`config.mk`:
```
export PLATFORM = sky130hd
export DESIGN_NAME = tx_frontend
export DESIGN_NICKNAME = d
export VERILOG_FILES = /design/src/rtl/uart_pkg.sv /design/src/rtl/tx_frontend.sv
export SDC_FILE = /design/constraint.sdc
export NUM_CORES = 1
export LEC_CHECK = 0
export ABC_AREA = 1
export BUFFER_PORTS_ARGS = -buffer_cell sky130_fd_sc_hd__buf_2
export CORE_MARGIN = 1.5
export CORE_UTILIZATION = 30
export DETAILED_ROUTE_END_ITERATION = 10
export HOLD_SLACK_MARGIN = 0.05
export PLACE_DENSITY_LB_ADDON = 0.12
export SYNTH_ARGS = -nofsm -noshare
export SYNTH_HDL_FRONTEND = slang
export SYNTH_SLANG_ARGS = --single-unit
```
`constraint.sdc`:
```
create_clock -name clk_i -period 2.6 [get_ports clk_i]
set_input_delay 0.26 -clock clk_i [delete_from_list [all_inputs] [get_ports clk_i]]
set_output_delay 0.26 -clock clk_i [all_outputs]
set_load 0.01 [all_outputs]
```
`src/rtl/uart_pkg.sv`:
```
// Shared UART definitions.
// Used by both the transmit and receive front ends.
package uart_pkg;

  typedef enum logic [1:0] {
    IDLE,
    START,
    SHIFT
  } tx_state_t;

  localparam int MIN_FRAME_SIZE = 8;
  localparam int MAX_FRAME_SIZE = 11;

  // Bits following the start bit: data + parity + stop.
  function automatic logic [3:0] frame_size(
    input logic       ds,
    input logic [1:0] p,
    input logic       s
  );
    logic [3:0] n;
    n = 4'd8 + {3'b000, ds}
             + {3'b000, (p != 2'b00)}
             + {3'b000, s};
    return n;
  endfunction

endpackage

```
`src/rtl/tx_frontend.sv`:
```
// UART transmit front end.
// Serialises start, data (LSB first), parity, stop bits.
module tx_frontend (
  input  logic        clk_i,
  input  logic        rst_ni,
  input  logic [15:0] cr_clk_div_i,
  input  logic        cr_ds_i,
  input  logic [1:0]  cr_p_i,
  input  logic        cr_s_i,
  input  logic [7:0]  data_i,
  input  logic        valid_i,
  output logic        ready_o,
  output logic        uart_tx_o,
  output logic        done_o
);

  import uart_pkg::*;

  tx_state_t state_q, state_d;

  logic [15:0] cnt_q, cnt_d;
  logic [15:0] div_q, div_d;
  logic [3:0]  bits_q, bits_d;
  logic [MAX_FRAME_SIZE-1:0] shift_q, shift_d;
  logic [MAX_FRAME_SIZE-1:0] frame;
  logic        tx_q, tx_d;
  logic        done_q, done_d;
  logic [15:0] div_in;
  logic        par;
  logic [3:0]  pos;

  assign div_in = (cr_clk_div_i == 16'd0) ? 16'd1
                                          : cr_clk_div_i;

  assign par = cr_p_i[0]
             ^ (^data_i[6:0])
             ^ (cr_ds_i & data_i[7]);

  // Assemble post-start bits: data, parity, stops, zero pad.
  always_comb begin
    frame    = '0;
    frame[6:0] = data_i[6:0];
    frame[7] = cr_ds_i & data_i[7];
    pos      = cr_ds_i ? 4'd8 : 4'd7;
    if (cr_p_i != 2'b00) begin
      frame[pos] = par;
      pos        = pos + 4'd1;
    end
    frame[pos] = 1'b1;
    if (cr_s_i) frame[pos + 4'd1] = 1'b1;
  end

  // Next-state, baud counter and shift register update.
  always_comb begin
    state_d = state_q;
    cnt_d   = cnt_q;
    div_d   = div_q;
    bits_d  = bits_q;
    shift_d = shift_q;
    done_d  = 1'b0;
    unique case (state_q)
      IDLE: begin
        if (valid_i) begin
          state_d = START;
          div_d   = div_in;
          cnt_d   = div_in - 16'd1;
          bits_d  = frame_size(cr_ds_i, cr_p_i, cr_s_i)
                  - 4'd1;
          shift_d = frame;
        end
      end
      START: begin
        if (cnt_q == 16'd0) begin
          state_d = SHIFT;
          cnt_d   = div_q - 16'd1;
        end else begin
          cnt_d = cnt_q - 16'd1;
        end
      end
      SHIFT: begin
        if (cnt_q == 16'd0) begin
          if (bits_q == 4'd0) begin
            state_d = IDLE;
            done_d  = 1'b1;
          end else begin
            shift_d = {1'b1,
                       shift_q[MAX_FRAME_SIZE-1:1]};
            bits_d  = bits_q - 4'd1;
            cnt_d   = div_q - 16'd1;
          end
        end else begin
          cnt_d = cnt_q - 16'd1;
        end
      end
      default: state_d = IDLE;
    endcase
  end

  // Line value for the upcoming state, registered below.
  always_comb begin
    tx_d = 1'b1;
    unique case (state_d)
      START:   tx_d = 1'b0;
      SHIFT:   tx_d = shift_d[0];
      default: tx_d = 1'b1;
    endcase
  end

  // State registers with synchronous active-low reset.
  always_ff @(posedge clk_i) begin
    if (!rst_ni) begin
      state_q <= IDLE;
      cnt_q   <= '0;
      div_q   <= '0;
      bits_q  <= '0;
      shift_q <= '0;
      tx_q    <= 1'b1;
      done_q  <= 1'b0;
    end else begin
      state_q <= state_d;
      cnt_q   <= cnt_d;
      div_q   <= div_d;
      bits_q  <= bits_d;
      shift_q <= shift_d;
      tx_q    <= tx_d;
      done_q  <= done_d;
    end
  end

  assign ready_o   = (state_q == IDLE);
  assign uart_tx_o = tx_q;
  assign done_o    = done_q;

endmodule

```
==> results of run 1 <==
==> worst max-delay path: stages (launching register included) <==
cell and delay (ps):
dfxtp_2 370, inv_1 70, ha_1 380, inv_4 190, nand3_1 130, nand2_1 110
ha_1 200, nand3_1 140, inv_1 130, nand2_1 70, o21ai_0 160, nand3_1 100
nand2_1 70, inv_1 30
==> timing repair <==
action                                  4_1_cts  5_1_grt
endpoints found under the setup margin        0        3
setup buffers                                 0        0
gates resized for setup                       0        3
hold buffers                                  0        0
==> layer usage <==
layer | routed length, um | vias to the layer above | global-route usage
met5 | 0 | - | 0
met4 | 77 | 0 | 0.0404
met3 | 202 | 5 | 0.0289
met2 | 3700 | 31 | 0.243
met1 | 4840 | 1429 | 0.242
li1 | - | 1670 | -
==> where the power goes <==
group          switching, mW  internal [mW]
registers             0.0605          0.875
clock network          0.293          0.218
logic                  0.460          0.242
==> registers in the layout, summed over array words and instances (netlist names) <==
register / cells
cnt_q: 16
div_q: 16
shift_q: 11
bits_q: 4
state_q: 2
done_o: 1
uart_tx_o: 1
==> Yosys cell counts (all sizes together) <==
| master | count |
|---|---|
| nand2 | 102 |
| inv | 79 |
| nor2 | 65 |
| nand3 | 52 |
| dfxtp | 51 |
| o21ai | 42 |
| a21oi | 37 |
| clkbuf | 11 |
| buf | 9 |
| a31oi | 8 |
| ha | 8 |
| a22oi | 7 |
| xnor2 | 7 |
| o211ai | 6 |
| nand4 | 5 |
| xor2 | 3 |
| a211oi | 2 |
| nor3 | 2 |
| o21bai | 2 |
| and2 | 1 |
| clkinv | 1 |
| nand3b | 1 |
| o221ai | 1 |
| or2 | 1 |
==> final timing paths <==
check	endpoint	slack (ps)	cells past startpoint
max	cnt_q[10]$_SDFFE_PN0P_	350	13
min	div_q[5]$_SDFFE_PN0P_	210	3
max reg2reg	cnt_q[10]$_SDFFE_PN0P_	350	13
min reg2reg	shift_q[9]$_SDFFE_PN0P_	480	2
==> final cells by class <==
| class | count | share of cell area |
|---|---|---|
| Multi-Input combinational cell | 353 | 0.503 |
| Inverter | 80 | 0.0823 |
| Clock buffer | 6 | 0.0224 |
| Clock inverter | 2 | 0.00442 |
| Timing Repair Buffer | 40 | 0.0625 |
| Tap cell | 140 | 0.0476 |
| Sequential cell | 51 | 0.278 |
==> cells by family after synthesis <==
| logic type | after synthesis | share of synthesized area |
|---|---|---|
| DFF | 51 | 0.307 |
| buffers and inverters | 100 | 0.137 |
| adders and majority gates | 8 | 0.0301 |
| AOI/OAI and AO/OA | 105 | 0.177 |
| and+or+nand+nor | 229 | 0.322 |
| xor gates and xnor gates | 10 | 0.0264 |
==> per-stage QoR <==
step / cells / util / setup slack (ps) / hold slack (ps)
final: 672 / 0.341 / 349 / 213
after floorplan: 503 / - / 581 / 408
after global routing: 672 / 0.341 / 61.5 / 221
after global placement: 663 / 0.331 / 359 / 461
after detailed placement: 663 / 0.331 / 256 / 466
after CTS: 671 / 0.340 / 218 / 199
==> out/summary.txt, run 1 <==
Detailed placer's ending HPWL - 6.76 mm
Cell area after layout - 3680 sq um
Setup_tns - 0 ps
Clock latency on the worst-skew pair - 320 ps
Run status - finished, final reports clean
H-tree depth - 2
Critical path fanouts, max - 18
Syn-to-layout area delta - 10.9%
Commonest non-fill, non-tap cells in the layout - nand2_1 (94), inv_1 (75), nor2_1 (55), dfxtp_1 (50), nand3_1 (48)
Root buf cell - clkbuf_8
Leak - 1.76 nW
GRT overflow - 0
Ratio of cells with drive above 1 in the final layout - 0.150
Total Routing Usage GR - 0.163
Worst Max-Slew Pin Slew - 490 ps
Mapped Area - 3320 sq um
Pin count of the biggest net entering global routing - 43
Final hold vios - 0
Seq. cell area - 1020 sq um
HP Start - cr_clk_div_i[5]
Wirelength per Cell - 13.1 um
IO buf count - 33
Critical Path Source Type - register
Nets - 570
# IOs - 34
DR vias - 3135
Ant. Diodes - 0
Min Tclk post-route - 2250 ps
Num Clock Sinks - 51
#FFs+latches synth - 51
Library cells used by synthesis - 39
Rel. slew slack - 0.673
RSZ-0062 raised after global routing - false
Core ar. - 10800 sq um
Multi-input gate area - 1850 sq um
Iter 0 DRT Violations - 149
Avg Inst Size Synth - 6.60 sq um
FILL cells - 1176
Area leader, netlist - dfxtp_1
PwrDens - 584 nW/um^2
Post-Synthesis Net Count - 542
DR DRC count - 0
First-pass DRT Iterations - 4
Post-DRT Antenna Nets - 0
CTS Buffer Depth - 2
Total die area - 11700 sq um
Inserted Clock Buffers - 5
Die Height - 108 um
Commonest non-fill, non-tap cell in the layout - nand2_1
Rows - 38
Worst EP arrival - 2470 ps
Initial core utilization - 0.308
Synthesis Warnings - 0
Global-route wire length before repair - 15.0 mm
Kind of critical path - register to register
Tot Pwr - 2.15 mW
Crit. End Element - register
Final period util - 0.866
Max IR drop VDD - 0.201 mV
Final wirelength - 8.82 mm
Clock-pin slew on the worst setup and hold paths - 110 ps
Vias per inst - 4.67
Vias in the first global route - 3052
WP data required - 2820 ps
CP startpoint - state_q[0]$_SDFF_PN0_
Worst r2r src - state_q[0]$_SDFF_PN0_
Post-synthesis sequential area ratio - 0.307
Antenna violations before repair - 0
Final setup vio count - 0
Number of max-cap violations - 0
Skew final - 12.6 ps
Cells after Synth - 503
Final Slew Violations - 0
Hold Crit Class - input pin to register
CTS tree - yes
Placed instance area - 3570 sq um
Synth top area cells - dfxtp_1 (31%), nand2_1 (11%), inv_1 (8.5%)
Top-area cell type share of the netlist area - 0.307
Gpl congestion - 0.863
Die width - 108 um
FMAX - 0.444 GHz
No activity file was read; power rests on OpenSTA's default activity.
==> run 2, diff against run 1 <==
CORE_UTILIZATION = 59   (was 30)
==> out/summary.txt, run 2 (synthesis results as in run 1) <==
Run status - finished, final reports clean
Tot Pwr - 2.11 mW (-1.6%)
First-pass DRT Iterations - 5 (+1)
Hold Crit Class - input pin to register
Clock latency on the worst-skew pair - 310 ps (about the same)
IO buf count - 33 (unchanged)
Largest regs - cnt_q x16, div_q x16, shift_q x11
# IOs - 34 (unchanged)
Final Slew Violations - 0 (unchanged)
Vias per inst - 5.27 (+13%)
DR vias - 3169 (+1.1%)
Post-DRT Antenna Nets - 0 (unchanged)
Antenna violations before repair - 0 (unchanged)
Ratio of cells with drive above 1 in the final layout - 0.144 (-0.00671)
FMAX - 0.425 GHz (-4.2%)
Setup ws final - 250 ps (-99.8 ps)
Core ar. - 5470 sq um (-49%)
Vias in the first global route - 2868 (-6.0%)
Syn-to-layout area delta - 7.23%
Gpl congestion - 0.955 (+11%)
Commonest non-fill, non-tap cell in the layout - nand2_1
Ant. Diodes - 0 (unchanged)
Dpl ws - 266 ps (+10.7 ps)
Final period util - 0.904 (+0.0384)
Total Routing Usage GR - 0.281 (+0.117)
Worst EP arrival - 2560 ps (+90 ps)
CTS tree - yes
Skew final - 9.50 ps (-3.08 ps)
Inserted Clock Buffers - 5 (unchanged)
Nets - 567 (-0.53%)
Detailed placer's ending HPWL - 6.17 mm (-8.8%)
Clock-pin slew on the worst setup and hold paths - 100 ps (about the same)
Cell area after layout - 3560 sq um (-3.3%)
Die width - 78.0 um (-28%)
R2R setup slack - 250 ps (-100 ps)
Crit. End Element - register
Iter 0 DRT Violations - 267 (+79%)
Placed instance area - 3460 sq um (-3.2%)
CTS Buffer Depth - 2 (unchanged)
WP data required - 2810 ps (about the same)
Final wirelength - 7.99 mm (-9.5%)
Max IR drop VDD - 0.328 mV (+63%)
Global-route wire length before repair - 13.6 mm (-9.7%)
Commonest non-fill, non-tap cells in the layout - nand2_1 (94), inv_1 (75), nor2_1 (55), dfxtp_1 (51), nand3_1 (48)
H-tree depth - 2 (unchanged)
Leak - 1.75 nW (-0.86%)
Final hold vios - 0 (unchanged)
Critical path fanouts, max - 18 (unchanged)
DR DRC count - 0 (unchanged)
Post-Route Utilization - 0.651 (+0.310)
RSZ-0062 raised after global routing - false
Kind of critical path - register to register
Rel. slew slack - 0.669 (-0.00399)
Worst Max-Slew Pin Slew - 496 ps (+5.36 ps)
Total die area - 6090 sq um (-48%)
Root buf cell - clkbuf_8
Wirelength per Cell - 13.3 um (+1.2%)
Final setup vio count - 0 (unchanged)
Rows - 27 (-29%)
Min Tclk post-route - 2350 ps (+99.8 ps)
GRT overflow - 0 (unchanged)
Die Height - 78.0 um (-28%)
Initial core utilization - 0.607 (+0.299)
Pin count of the biggest net entering global routing - 43 (unchanged)
Setup_tns - 0 ps (unchanged)
PwrDens - 594 nW/um^2 (+1.7%)
Critical Path Source Type - register
Number of max-cap violations - 0 (unchanged)
Num Clock Sinks - 51 (unchanged)
-- run 2: cell count changes in the layout (fill, tap and decap cells not counted) --
cell,delta
dfxtp_1,+1
buf_4,-1
buf_12,-1
dfxtp_2,-1
nor2_2,-1
-- run 2: area by class of cell --
type	count	area, sq um
repair buffers	38	203
clock inverters	2	16.3
clock buffers	6	82.6
inverters	80	303
multi-input cells	352	1850
well taps	72	90.1
flip-flops and latches	51	1020
fillers	545	1910
-- run 2: final timing paths --
| kind | depth (start not counted) | startpoint | end |
|---|---|---|---|
| setup / recovery | 13 | state_q[0]$_SDFF_PN0_ | cnt_q[10]$_SDFFE_PN0P_ |
| hold / removal | 3 | cr_clk_div_i[14] | div_q[14]$_SDFFE_PN0P_ |
| setup reg to reg | 13 | state_q[0]$_SDFF_PN0_ | cnt_q[10]$_SDFFE_PN0P_ |
| hold reg to reg | 2 | shift_q[10]$_SDFFE_PN0P_ | shift_q[9]$_SDFFE_PN0P_ |
-- run 2: per-stage QoR --
step,instances,hold slack [ps]
final,601,226
after global routing,601,234
after floorplan,503,408
after global placement,593,457
after CTS,601,217
after detailed placement,593,460
-- run 2: per-layer routing --
metal | part of all wire | vias to the layer above | wire (um) | track usage
met4 | 0.012 | 0 | 93 | 0.0732
met1 | 0.54 | 1425 | 4310 | 0.443
met5 | 0 | - | 0 | 0
met2 | 0.40 | 69 | 3210 | 0.397
li1 | - | 1666 | - | -
met3 | 0.047 | 9 | 372 | 0.0349
-- run 2: timing repair --
item                       CTS  global route
resized for setup            0             1
hold buffers                 0             0
setup endpoints to repair    0             2
setup buffers                0             0
-- run 2: where the power goes --
group	switching [mW]	total, mW	internal, mW
registers	0.0638	0.939	0.875
logic	0.457	0.691	0.234
clock network	0.267	0.485	0.218
total	0.788	2.11	1.33
-- run 2: worst max-delay path, stage by stage (launching register included) --
cell and delay, ps:
dfxtp_1 390, inv_1 80, ha_1 410, inv_4 190, nand3_1 140, nand2_1 120, ha_1 190, nand3_1 130
inv_1 120, nand2_1 70, o21ai_0 200, nand3_1 100, nand2_1 70, inv_1 30
==> run 3, diff against run 2 <==
CORE_UTILIZATION = 60   (was 59)
CTS_BUF_LIST = sky130_fd_sc_hd__clkbuf_2   (was unset)
GPL_ROUTABILITY_DRIVEN = 0   (was unset)
==> out/summary.txt, run 3 (synthesis results as in run 1) <==
Run status - finished, final reports clean
Clock latency on the worst-skew pair - 450 ps (+140 ps)
Post-CTS Setup Bufs - 0 (unchanged)
Final wirelength - 7.77 mm (-2.8%)
Stages on the worst setup path - 13 (unchanged)
Global-route wire length before repair - 13.1 mm (-3.2%)
Number of max-cap violations - 0 (unchanged)
Worst reg2reg path depth - 13 (unchanged)
Commonest non-fill, non-tap cells in the layout - nand2_1 (94), inv_1 (75), nor2_1 (55), dfxtp_1 (50), nand3_1 (48)
Kind of critical path - register to register
Ant. Diodes - 0 (unchanged)
Root buf cell - clkbuf_2
Post-DRT Antenna Nets - 0 (unchanged)
Multi-input gate area - 1850 sq um (unchanged)
Final setup vio count - 0 (unchanged)
Internal - 1.18 mW (-11%)
Setup ws final - 224 ps (-25.4 ps)
RSZ-0062 raised after global routing - true
Die width - 77.4 um (-0.80%)
Crit. End Element - register
Total die area - 5990 sq um (-1.6%)
Nets - 567 (unchanged)
IO buf count - 33 (unchanged)
DR vias - 3258 (+2.8%)
R2R setup slack - 220 ps (-30 ps)
Final Slew Violations - 0 (unchanged)
Post-CTS Resized - 0 (unchanged)
PwrDens - 553 nW/um^2 (-6.9%)
Syn-to-layout area delta - 5.43%
Rel. slew slack - 0.692 (+0.0238)
Skew final - 37.4 ps (+27.9 ps)
Sw frac - 0.393 (+0.0204)
# IOs - 34 (unchanged)
Finished Layout Cells - 599 (-0.33%)
Critical Path Source Type - register
Final period util - 0.914 (+0.00977)
CTS tree - yes
Rows - 26 (-3.7%)
Seq. cell area - 1020 sq um (+0.12%)
Core ar. - 5200 sq um (-4.9%)
Slowest cell on crit path - ha_1
Delay-heaviest family, CP - simple AND/OR/NAND/NOR gates
Inserted Clock Buffers - 5 (unchanged)
CP startpoint - state_q[1]$_SDFF_PN0_
P_sw - 761 uW (-3.4%)
Final hold vios - 0 (unchanged)
CTS Buffer Depth - 2 (unchanged)
Largest regs - cnt_q x16, div_q x16, shift_q x11
Vias in the first global route - 2808 (-2.1%)
H-tree depth - 2 (unchanged)
Worst EP arrival - 2750 ps (+190 ps)
FMAX - 0.421 GHz (-1.1%)
Commonest non-fill, non-tap cell in the layout - nand2_1
Hold Crit Class - input pin to register
Antenna violations before repair - 0 (unchanged)
Dpl cells - 591 (-0.34%)
Initial core utilization - 0.638 (+0.0312)
Worst path most repeated cell - nand2_1
CP Capture Point - cnt_q[15]$_SDFFE_PN0P_
GRT overflow - 0 (unchanged)
DR DRC count - 0 (unchanged)
Ratio of cells with drive above 1 in the final layout - 0.142 (-0.00189)
Iter 0 DRT Violations - 400 (+50%)
Wirelength per Cell - 13.0 um (-2.4%)
Worst Path Buf+Inv - 3 (-1)
FILL cells - 502 (-7.9%)
Num Clock Sinks - 51 (unchanged)
Hold_buf cts - 0 (unchanged)
Worst Max-Slew Pin Slew - 460 ps (-35.6 ps)
Total Routing Usage GR - 0.271 (-0.00984)
Critical path fanouts, max - 18 (unchanged)
Worst r2r src - state_q[1]$_SDFF_PN0_
Dpl ws - 240 ps (-26.6 ps)
Reg2reg end - cnt_q[15]$_SDFFE_PN0P_
Clock power frac - 0.162 (-0.067)
Clock-pin slew on the worst setup and hold paths - 260 ps (+160 ps)
WP data required - 2980 ps (+170 ps)
Part of the power in registers - 0.486 (+0.042)
Max IR drop VDD - 0.378 mV (+15%)
Leak - 1.73 nW (-1.1%)
Vias per inst - 5.44 (+3.2%)
Critical path cell sequence - inv_1 > ha_1 > clkinv_4 > nor2_1 > nand2_1 > nand2_1 > nand3_2 > nor2_4 > nand3_1 > nand2_1 > nand3_1 > nand2_1 > inv_1
Detailed placer's ending HPWL - 5.87 mm (-4.9%)
CP peak stage delay - 460 ps (+50 ps)
First-pass DRT Iterations - 5 (unchanged)
Die Height - 77.4 um (-0.80%)
Comb power frac - 0.352 (+0.025)
Min Tclk post-route - 2380 ps (+25.4 ps)
Pin count of the biggest net entering global routing - 37 (-14%)
Tot Pwr - 1.94 mW (-8.4%)
-- run 3: cell count changes in the layout (fill, tap and decap cells not counted) --
cell        before  now
inv_4            1    0
clkbuf_8         6    0
clkinvlp_4       1    0
clkinv_1         1    3
dfxtp_1         51   50
clkbuf_2         0    6
dfxtp_2          0    1
-- run 3: how the worst min path moves through the flow --
stage / to / slack [ps] / startpoint / depth (start not counted)
2_1_floorplan: div_q[11]$_SDFFE_PN0P_ / 410 / cr_clk_div_i[11] / 2
3_3_place_gp: shift_q[9]$_SDFFE_PN0P_ / 460 / shift_q[10]$_SDFFE_PN0P_ / 2
3_5_place_dp: shift_q[9]$_SDFFE_PN0P_ / 460 / shift_q[10]$_SDFFE_PN0P_ / 2
4_1_cts: div_q[5]$_SDFFE_PN0P_ / 60 / cr_clk_div_i[5] / 3
5_1_grt: div_q[3]$_SDFFE_PN0P_ / 60 / cr_clk_div_i[3] / 3
6_report: div_q[5]$_SDFFE_PN0P_ / 40 / cr_clk_div_i[5] / 3
-- run 3: worst min-delay path, cell delays in order --
cell	delay, ps
buf_2	110
inv_1	70
a21oi_1	60
-- run 3: power groups by stage --
stage | Combinational [mW] | Clock (mW) | Sequential [mW]
after floorplan | 0.558 | 0 | 0.933
after detailed placement | 0.667 | 0 | 0.954
final | 0.682 | 0.313 | 0.941
after global placement | 0.655 | 0 | 0.951
after CTS | 0.670 | 0.315 | 0.938
after global routing | 0.772 | 0.337 | 0.952
-- run 3: layout make-up --
cell class | count | share of cell area
clock buffers | 6 | 0.00858
clock inverters | 2 | 0.00214
inverters | 80 | 0.0872
multi-input cells | 352 | 0.527
flip-flops and latches | 51 | 0.292
well taps | 70 | 0.0250
repair buffers | 38 | 0.0579
-- run 3: metal layers --
layer | routed length, um | global-route usage | share of wire
met1 | 3890 | 0.412 | 0.50
met2 | 3170 | 0.396 | 0.41
met3 | 635 | 0.0518 | 0.082
met4 | 70 | 0.0545 | 0.0090
met5 | 0 | 0 | 0
-- run 3: metrics by stage --
stage | hold WS [ps] | utilization | instance area, sq um | setup TNS, ps
2_1_floorplan | 408 | - | 3320 | 0
3_3_place_gp | 457 | 0.664 | 3460 | 0
3_5_place_dp | 463 | 0.664 | 3460 | 0
4_1_cts | 61.5 | 0.671 | 3490 | 0
5_1_grt | 57.5 | 0.673 | 3500 | -10.9
6_report | 43.7 | 0.673 | 3500 | 0
